==> src/rtl/iob_ram_rd_stream_pkg.sv <==
// iob_ram_rd_stream_pkg: state encodings and FIFO sizing shared by the memory-stream blocks
package iob_ram_rd_stream_pkg;
  localparam int FIFO_DEPTH = 2;
  typedef enum logic [1:0] {IDLE = 2'd0, RUN = 2'd1, DONE = 2'd2} state_e;
endpackage

==> src/rtl/iob_fifo_2x.sv <==
// iob_fifo_2x: two-entry registered FIFO; head_o is always the oldest entry
module iob_fifo_2x #(
  parameter int DATA_W = 32
) (
  input  logic              clk,
  input  logic              rst,
  input  logic              push_i,
  input  logic              pop_i,
  input  logic [DATA_W-1:0] din_i,
  output logic [DATA_W-1:0] head_o,
  output logic [1:0]        count_o
);
  logic [DATA_W-1:0] head_q, head_d, tail_q, tail_d;
  logic [1:0] count_q, count_d;
  always_comb begin
    count_d = count_q + {1'b0, push_i} - {1'b0, pop_i};
    head_d = push_i && (count_q == 2'd0 || (count_q == 2'd1 && pop_i)) ? din_i :
             pop_i && count_q == 2'd2 ? tail_q : head_q;
    tail_d = push_i && ((count_q == 2'd1 && !pop_i) || (count_q == 2'd2 && pop_i)) ? din_i : tail_q;
  end
  always_ff @(posedge clk or posedge rst) begin
    if (rst) begin
      head_q  <= '0;
      tail_q  <= '0;
      count_q <= '0;
    end else begin
      head_q  <= head_d;
      tail_q  <= tail_d;
      count_q <= count_d;
    end
  end
  assign head_o  = head_q;
  assign count_o = count_q;
endmodule

==> src/rtl/iob_ram_rd_stream.sv <==
// iob_ram_rd_stream: streams a burst of RAM words out through a valid/ready port
import iob_ram_rd_stream_pkg::*;
module iob_ram_rd_stream #(
  parameter int ADDR_W = 10,
  parameter int DATA_W = 32
) (
  input  logic              clk,
  input  logic              rst,
  input  logic              start,
  input  logic [ADDR_W-1:0] base_addr,
  input  logic [ADDR_W:0]   length,
  output logic              ram_en,
  output logic [ADDR_W-1:0] ram_addr,
  input  logic [DATA_W-1:0] ram_dout,
  output logic              m_valid,
  input  logic              m_ready,
  output logic [DATA_W-1:0] m_data,
  output logic              m_last,
  output logic              busy,
  output logic              done
);
  state_e state_q, state_d;
  logic [ADDR_W-1:0] addr_q, addr_d;
  logic [ADDR_W:0] len_q, len_d, rem_q, rem_d, cnt_q, cnt_d;
  logic inflight_q;
  logic [1:0] fifo_cnt;
  logic pop;
  assign m_valid  = fifo_cnt != 2'd0;
  assign pop      = m_valid && m_ready;
  assign m_last   = m_valid && (cnt_q + (ADDR_W+1)'(1) == len_q);
  assign busy     = state_q == RUN;
  assign done     = state_q == DONE;
  assign ram_addr = addr_q;
  // A slot freed by this cycle's pop may be reused by a read issued now
  assign ram_en = busy && rem_q != '0 &&
                  ({1'b0, fifo_cnt} + {2'b0, inflight_q} < 3'(FIFO_DEPTH) + {2'b0, pop});
  always_comb begin
    state_d = state_q;
    addr_d  = addr_q;
    len_d   = len_q;
    rem_d   = rem_q;
    cnt_d   = cnt_q;
    if (state_q == IDLE && start) begin
      state_d = length == '0 ? DONE : RUN;
      addr_d  = base_addr;
      len_d   = length;
      rem_d   = length;
      cnt_d   = '0;
    end else if (state_q == RUN) begin
      state_d = pop && m_last ? DONE : RUN;
      addr_d  = ram_en ? addr_q + ADDR_W'(1) : addr_q;
      rem_d   = ram_en ? rem_q - (ADDR_W+1)'(1) : rem_q;
      cnt_d   = pop ? cnt_q + (ADDR_W+1)'(1) : cnt_q;
    end else if (state_q == DONE) begin
      state_d = IDLE;
    end
  end
  always_ff @(posedge clk or posedge rst) begin
    if (rst) begin
      state_q    <= IDLE;
      addr_q     <= '0;
      len_q      <= '0;
      rem_q      <= '0;
      cnt_q      <= '0;
      inflight_q <= 1'b0;
    end else begin
      state_q    <= state_d;
      addr_q     <= addr_d;
      len_q      <= len_d;
      rem_q      <= rem_d;
      cnt_q      <= cnt_d;
      inflight_q <= ram_en;
    end
  end
  iob_fifo_2x #(.DATA_W(DATA_W)) u_fifo (
    .clk     (clk),
    .rst     (rst),
    .push_i  (inflight_q),
    .pop_i   (pop),
    .din_i   (ram_dout),
    .head_o  (m_data),
    .count_o (fifo_cnt)
  );
endmodule

==> config.mk <==
export PLATFORM = sky130hd
export DESIGN_NAME = iob_ram_rd_stream
export DESIGN_NICKNAME = d
export VERILOG_FILES = /design/src/rtl/iob_ram_rd_stream_pkg.sv /design/src/rtl/iob_fifo_2x.sv /design/src/rtl/iob_ram_rd_stream.sv
export SDC_FILE = /design/constraint.sdc
export NUM_CORES = 1
export LEC_CHECK = 0
export CORE_MARGIN = 2
export CORE_UTILIZATION = 25
export DETAILED_ROUTE_END_ITERATION = 7
export HOLD_SLACK_MARGIN = 0.03
export PLACE_DENSITY = 0.56
export RECOVER_POWER = 25
export SLEW_MARGIN = 0
export SYNTH_ARGS = -nofsm -noshare
export SYNTH_HDL_FRONTEND = slang
export SYNTH_SLANG_ARGS = --single-unit
==> constraint.sdc <==
create_clock -name clk -period 9 [get_ports clk]
set_input_delay 1.8 -clock clk [delete_from_list [all_inputs] [get_ports clk]]
set_output_delay 1.8 -clock clk [all_outputs]
set_load 0.02 [all_outputs]
== Word level (Yosys, flattened, before mapping) ==
Index checks and enable logic that the tools add are counted.

* Bits in registers: 112
* Input bits: 57

* Reduce and logical (&&, ||, !) cells: 26
* Eq/ne operators: 5
* Multiplexer cells: 16
* Magnitude comparators: 1
* $add $sub $neg: 7

{| class="wikitable"
|+ Operators with widths
! operator !! count
|-
| $mux W11 || 6
|-
| $mux W32 || 2
|-
| $mux W10 || 3
|-
| $add A11 B1 Y11 const B || 1
|-
| $eq A11 B11 Y1 || 1
|-
| $logic_and A1 B1 Y1 || 11
|-
| $logic_not A11 Y1 || 1
|-
| $reduce_bool A11 Y1 || 1
|-
| $sub A11 B1 Y11 const B || 1
|-
| $add A10 B1 Y10 const B || 1
|-
| $mux W2 || 5
|-
| $reduce_bool A2 Y1 || 5
|-
| $eq A2 B1 Y1 const B || 2
|-
| $eq A2 B2 Y1 const B || 2
|-
| $logic_not A2 Y1 || 2
|-
| $reduce_and A2 Y1 || 2
|-
| $add A2 B1 Y3 || 1
|-
| $add A2 B1 Y3 const A || 1
|-
| $lt A3 B3 Y1 || 1
|-
| $reduce_bool A3 Y1 || 1
|-
| $add A2 B1 Y2 || 1
|-
| $logic_or A1 B1 Y1 || 2
|-
| $sub A2 B1 Y2 || 1
|-
| $logic_not A1 Y1 || 1
|}

== Logic depth before layout (Yosys ltp) ==
Gate-level depths: netlist of the first run.

* Depth after elaboration: 8
* Gate-level depth with buffers: 8

== By module ==
A second synthesis of the first run with hierarchy kept.

* Cells, all modules: 560
* Area, all modules: 5,775.5 sq um

{| class="wikitable"
|+ By module, submodules not included
! module !! instances !! area each (sq um) !! cells an instance
|-
| iob_fifo_2x || 1 || 3,153.0 || 270
|-
| iob_ram_rd_stream || 1 || 2,622.5 || 290
|}

== Least setup slack after synthesis of the first run ==
No wires, ideal clock.

* Path kind: input to output
* Start: input port m_ready
* End: output port ram_en
* Path slack: 4.681 ns
* Data arrival time: 2.519 ns
* Path buffers: 1
* Stages on the path: 4
* Cells stage by stage: o21ai_0 o21ai_0 o311a_4 buf_6

* Cells in the longest elaborated chain, start to end: 4

{| class="wikitable"
|+ Ends and longest elaborated chain
! item !! RTL line !! RTL
|-
| start, declared || iob_ram_rd_stream.sv:16 || <nowiki>input logic m_ready,</nowiki>
|-
| $logic_and A1 B1 Y1 || iob_ram_rd_stream.sv:29 || <nowiki>assign pop = m_valid && m_ready;</nowiki>
|-
| $add A2 B1 Y3 || iob_ram_rd_stream.sv:36 || <nowiki>({1'b0, fifo_cnt} + {2'b0, inflight_q} < 3'(FIFO_DEPTH) + {2'b0, pop});</nowiki>
|-
| $lt A3 B3 Y1 || iob_ram_rd_stream.sv:36 ||
|-
| $logic_and A1 B1 Y1 || iob_ram_rd_stream.sv:35 || <nowiki>assign ram_en = busy && rem_q != '0 &&</nowiki>
|-
| end, declared || iob_ram_rd_stream.sv:12 || <nowiki>output logic ram_en,</nowiki>
|}

No other way between the ends.

== Worst setup path after layout of the first run ==
Ends and elaborated chain as after synthesis.

==> results of run 1 <==
==> synthesized netlist by cell type, drive strengths merged (2+ instances only) <==
cell type and n:
nor3 7, buf 8, and4 3, o21ai 58
or3 3, nand4b 2, or4 3, mux2i 33
a21oi 9, a31oi 2, ha 10, nor4 5
dfrtp 112, and3 6, nand3 9, and2 4
a211o 2, nand2 92, inv 11, xnor2 15
nand4 7, xor2 24, nor2 18, clkbuf 15
nand3b 2, mux2 32
==> kinds of logic (layout without fill, tap and decap cells) <==
kind of cell	after synthesis	in the layout	synth area share (%)
compound gates	78	78	8.28
xor+xnor	39	39	6.43
fa+ha+maj	10	10	2.35
buf+inv	34	134	2.68
flops	112	112	52.7
mux	65	65	13.0
simple gates	165	165	14.5
==> power breakdown <==
part	switching (W)	leakage (nW)	total, W	internal, W
Clock	0.000191	0.122	0.000380	0.000189
Sequential	0.000158	1.38	0.000894	0.000735
Combinational	0.000509	1.49	0.000997	0.000488
Total	0.000858	3.00	0.00227	0.00141
==> worst max-delay path, stage by stage <==
cell,delay [ns]
clkdlybuf4s50_1,0.53
o21ai_0,0.12
o21ai_0,0.27
o311a_4,0.42
clkdlybuf4s50_1,0.66
==> placed cells by master, fill, tap and decap left out, drive strengths merged, types with 9 or more instances in the layout <==
| cell | netlist | layout |
|---|---|---|
| xnor2 | 15 | 15 |
| inv | 11 | 12 |
| a21oi | 9 | 9 |
| nand2 | 92 | 92 |
| nand3 | 9 | 9 |
| o21ai | 58 | 58 |
| mux2 | 32 | 32 |
| nor2 | 18 | 18 |
| clkbuf | 15 | 12 |
| mux2i | 33 | 33 |
| dfrtp | 112 | 112 |
| ha | 10 | 10 |
| xor2 | 24 | 24 |
| clkdlybuf4s50 | 0 | 101 |
==> flip-flops by register name, summed over array words and instances, names as in the netlist <==
signal / cells
u_fifo.head_o: 32
u_fifo.tail_q: 32
cnt_q: 11
len_q: 11
rem_q: 11
ram_addr: 10
state_q: 2
u_fifo.count_o: 2
inflight_q: 1
==> worst min-delay path by stage <==
stage / endpoint / start / depth (start not counted) / slack, ns
2_1_floorplan: len_q[0] / len_q[0] / 2 / 0.47
3_3_place_gp: u_fifo.tail_q[16] / u_fifo.tail_q[16] / 1 / 0.49
3_5_place_dp: len_q[0] / len_q[0] / 2 / 0.49
4_1_cts: len_q[0] / len_q[0] / 2 / 0.51
5_1_grt: u_fifo.tail_q[22] / u_fifo.tail_q[22] / 1 / 0.52
6_report: len_q[0] / len_q[0] / 2 / 0.50
==> metal layers <==
layer	track usage (%)	vias up
li1	-	1932
met1	14.6	1891
met2	18.8	91
met3	4.30	9
met4	2.97	0
met5	0	-
==> per-stage QoR <==
stage | hold slack [ns] | instances
after floorplan | 0.466 | 503
after global placement | 0.488 | 863
after detailed placement | 0.491 | 863
after CTS | 0.508 | 878
after global routing | 0.517 | 878
final | 0.502 | 878
==> layout make-up <==
class                   instances  area, sq um  share of cell area, %
well taps                     275          344                   4.99
clock inverters                 5         40.0                  0.581
multi-input cells             357         2380                   34.5
inverters                      11         42.5                  0.617
repair buffers                108         1060                   15.4
flip-flops and latches        112         2800                   40.6
clock buffers                  10          229                   3.32
==> impl_metrics.toml, run 1 <==
[run_status]
run_status = "complete, but fails checks"
violations = "max-capacitance violations, max-slew violations"

[grt]
grt_pass1_vias = 3989
grt.total_usage_pct = 11.6
antenna_found_initial = 0
grt_max_degree = 65
grt_overflow = 0
grt_pass1_wl_um = 20500

[finish]
final_util_pct = 32.9
fin_area_sq_um = 6900
area_growth_pct = 29.7
n_antenna_cell = 0
drive_gt1_share_pct = 9.62
nFillCells = 2209
fin_nets = 666

[sta]
period_share_pct = 62.3
setup_ws_ns = 3.39
relSlewSlack_pct = -73.9
finalSetupViolCount = 0
fin_crit_ns = 5.61
fin_tns_setup_ns = 0
clock_skew_ns = 0.00958
fmax_mhz = 178
tightest_slew_ns = 2.61
slew_violations = 140
hold_viol = 0
rsz0062_at_grt = "no"

[synthesis]
yosysWarnings = 0
synth_seq_cells = 112
synth_cells = 503
synth_top_cell_area_share_pct = 52.7
synth_seq_area_share_pct = 52.7
netlist_top_cells_area = "dfrtp_1 (53%), mux2_2 (6.8%), nand2_1 (6.5%)"
ys.flop_type = "dfrtp_1"
async_flop_share_pct = 100
synth_area_per_cell_sq_um = 10.6
synth_cell_types = 41
synth_top_cell_by_area = "dfrtp_1"
synth_nets = 570
synth_edf_count = 0
syn_area_sq_um = 5320

[clock_network]
clockBufferDepth = 2
cts_inserted_buffers = 9
postCtsSetupBuffers = 0
cts_tree = "yes"
clk_pin_slew_ns = 0.07
cts_num_sinks = 112
htree_levels = 3
hold_buffers = 0
cts_root_buffer = "clkbuf_16"
clk_latency_ns = 0.36
postCtsResizedCells = 0

[floorplan]
initial_core_util_pct = 25.4
rows = 53
ios = 104
core_area_sq_um = 21000
die_w_um = 150
die-area_sq_um = 22400
die-height_um = 150

[routing]
dr.pass1.iters = 5
wire_per_inst_um = 14.1
vias = 3923
drc_errors = 0
antenna_left = 0
route.layer.met1.wl_um = 5640
top_layer = "met4"
wl_met3_um = 882
drt_iter0_markers = 144
totalWireLength_um = 12300
via_per_inst = 4.47
wl_met2_um = 5710

[worst_setup_path]
r2r_start = "u_fifo.count_o[0]"
reg2reg_to = "u_fifo.tail_q[31]"
critPathCaptureType = "primary output"
reg2reg_slack_ns = 5.23
cp_data_arrival_time_ns = 3.81
cp-endpoint = "ram_en"
worst_ep_required_time_ns = 7.20
cp-start-kind = "input port"
r2r_cells = 7
worst-path-max-fanout = 23
critPathLaunch = "m_ready"
worstSetupPathType = "in2out"

[placement]
gp_congestion = 0.733
placed_area_sq_um = 6640
dpl.hpwl_um = 8330
io_buffers = 103
place_ws_ns = 3.37

[job]
maxCapViolations = 3

[worst_hold_path]
min_path_type = "reg2reg"

[power]
p_total_w = 0.00227
power.density_nw_per_um2 = 329
p_leak_nw = 3.00
ir_worst_vdd_v = 0.000141
Power figures use the tool's default switching activity.
==> run 2, diff against run 1 <==
clock period = 5.6 ns   (was 9 ns; I/O delays follow)
==> run 2 against run 1 <==
Effect of this change:
- the run still ends with max-capacitance violations, max-slew violations left
- die area did not move
- first-iteration DRC count rose by 2.1%
- via count fell by 1.2%
- worst setup slack got worse by 2.0 ns
- design area rose by 0.22%
- critical path type unchanged
- critical endpoint unchanged
- largest cell class unchanged
- highest routed layer unchanged
==> impl_metrics.toml, run 2 (synthesis results as in run 1) <==
[finish]
layout_commonest_cell = "dfrtp_1"
fin_nets = 667
n_antenna_cell = 0
final_util_pct = 33.0
area_growth_pct = 30.0
drive_gt1_share_pct = 10.1
layout_common_cells = "dfrtp_1 (112), clkdlybuf4s50_1 (102), nand2_1 (92)"

[sta]
period_share_pct = 75.8
slew_violations = 71
rsz0062_at_grt = "no"
fmax_mhz = 236
tightest_slew_ns = 3.17
hold_viol = 0
fin_crit_ns = 4.24
clock_skew_ns = 0.00993
fin_tns_setup_ns = 0
relSlewSlack_pct = -112
finalSetupViolCount = 0

[grt]
antenna_found_initial = 0
grt_pass1_vias = 3907
grt_max_degree = 71
grt_overflow = 0
grt_pass1_wl_um = 20300
grt.total_usage_pct = 11.5

[clock_network]
clk_pin_slew_ns = 0.07
clockBufferDepth = 2
postCtsResizedCells = 0
postCtsSetupBuffers = 0
hold_buffers = 0
cts_root_buffer = "clkbuf_16"
cts_tree = "yes"
cts_inserted_buffers = 9
clk_latency_ns = 0.35
cts_num_sinks = 112
htree_levels = 3

[power]
p_total_w = 0.00365
p_leak_nw = 3.01
ir_worst_vdd_v = 0.000235
power.density_nw_per_um2 = 528

[routing]
via_per_inst = 4.42
dr.pass1.iters = 4
totalWireLength_um = 12300
wire_per_inst_um = 14.0
drc_errors = 0
antenna_left = 0
vias = 3877
drt_iter0_markers = 147

[placement]
io_buffers = 103
dpl.hpwl_um = 8400
gp_congestion = 0.734

[worst_setup_path]
cp_slowest_cell = "clkdlybuf4s50_1"
max_stage_delay_ns = 0.66
crit_buf_inv = 2
path_delay_family = "buffers and inverters"
critPathCaptureType = "primary output"
crit_chain = "clkdlybuf4s50_1 -> o21ai_0 -> o21ai_0 -> o311a_4 -> clkdlybuf4s50_1"
cp-start-kind = "input port"
cp_data_arrival_time_ns = 3.12
worstSetupPathType = "in2out"
worst_ep_required_time_ns = 4.48
worst-path-max-fanout = 23

[floorplan]
die-area_sq_um = 22400
die-height_um = 150
die_w_um = 150
rows = 53
initial_core_util_pct = 25.4
ios = 104
core_area_sq_um = 21000

[run_status]
run_status = "complete, but fails checks"
violations = "max-capacitance violations, max-slew violations"

[job]
maxCapViolations = 1

[worst_hold_path]
min_path_type = "reg2reg"
[run 2: cell types whose count changed in the layout (fill, tap and decap cells not counted), sizes merged]
cell and change:
clkdlybuf4s50 +1, dlygate4sd3 -1, clkinv +2, buf +3, clkinvlp -1, inv -1, clkbuf -3
[run 2: layout make-up]
type	instances	area, sq um
fillers	2195	14000
flip-flops and latches	112	2800
multi-input cells	357	2380
repair buffers	109	1080
well taps	275	344
clock buffers	9	225
clock inverters	5	43.8
inverters	11	42.5
[run 2: final timing paths]
path / from / end / slack (ns) / cells after the start
hold / removal: len_q[10] / len_q[10] / 0.50 / 2
setup / recovery: m_ready / ram_en / 1.36 / 5
max in group asynchronous: rst / u_fifo.head_o[2] / 2.05 / 3
min in group asynchronous: rst / u_fifo.head_o[21] / 2.14 / 2
hold reg to reg: len_q[10] / len_q[10] / 0.50 / 2
setup reg to reg: rem_q[2] / ram_addr[9] / 3.09 / 6
[run 2: worst register-to-register path, delay by kind of cell (launching register included)]
family | cells | cell delay (ns)
simple gates | 3 | 1.19
compound gates | 2 | 0.57
flops | 1 | 0.44
xor+xnor | 1 | 0.16
[run 2: stage by stage]
| step | instance area, sq um | worst slack, ns | hold slack, ns | std cells |
|---|---|---|---|---|
| after floorplan | 5320 | 1.52 | 0.466 | 503 |
| after global placement | 6640 | 1.32 | 0.488 | 864 |
| final | 6910 | 1.36 | 0.502 | 878 |
| after global routing | 6910 | 1.25 | 0.517 | 878 |
| after CTS | 6910 | 1.33 | 0.509 | 878 |
| after detailed placement | 6640 | 1.33 | 0.492 | 864 |
[run 2: per-layer routing]
metal	share of wire [%]	up-vias	global-route usage [%]
met2	45	84	18.2
met4	1.4	0	3.40
met1	46	1851	14.5
li1	-	1930	-
met5	0	-	0
met3	7.6	12	4.51
[run 2: report_power, final]
group          internal, W  total (W)  leakage [nW]  switching [W]
Sequential         0.00118    0.00144          1.38       0.000254
Combinational     0.000777    0.00160          1.50       0.000819
Clock             0.000302   0.000615         0.125       0.000313
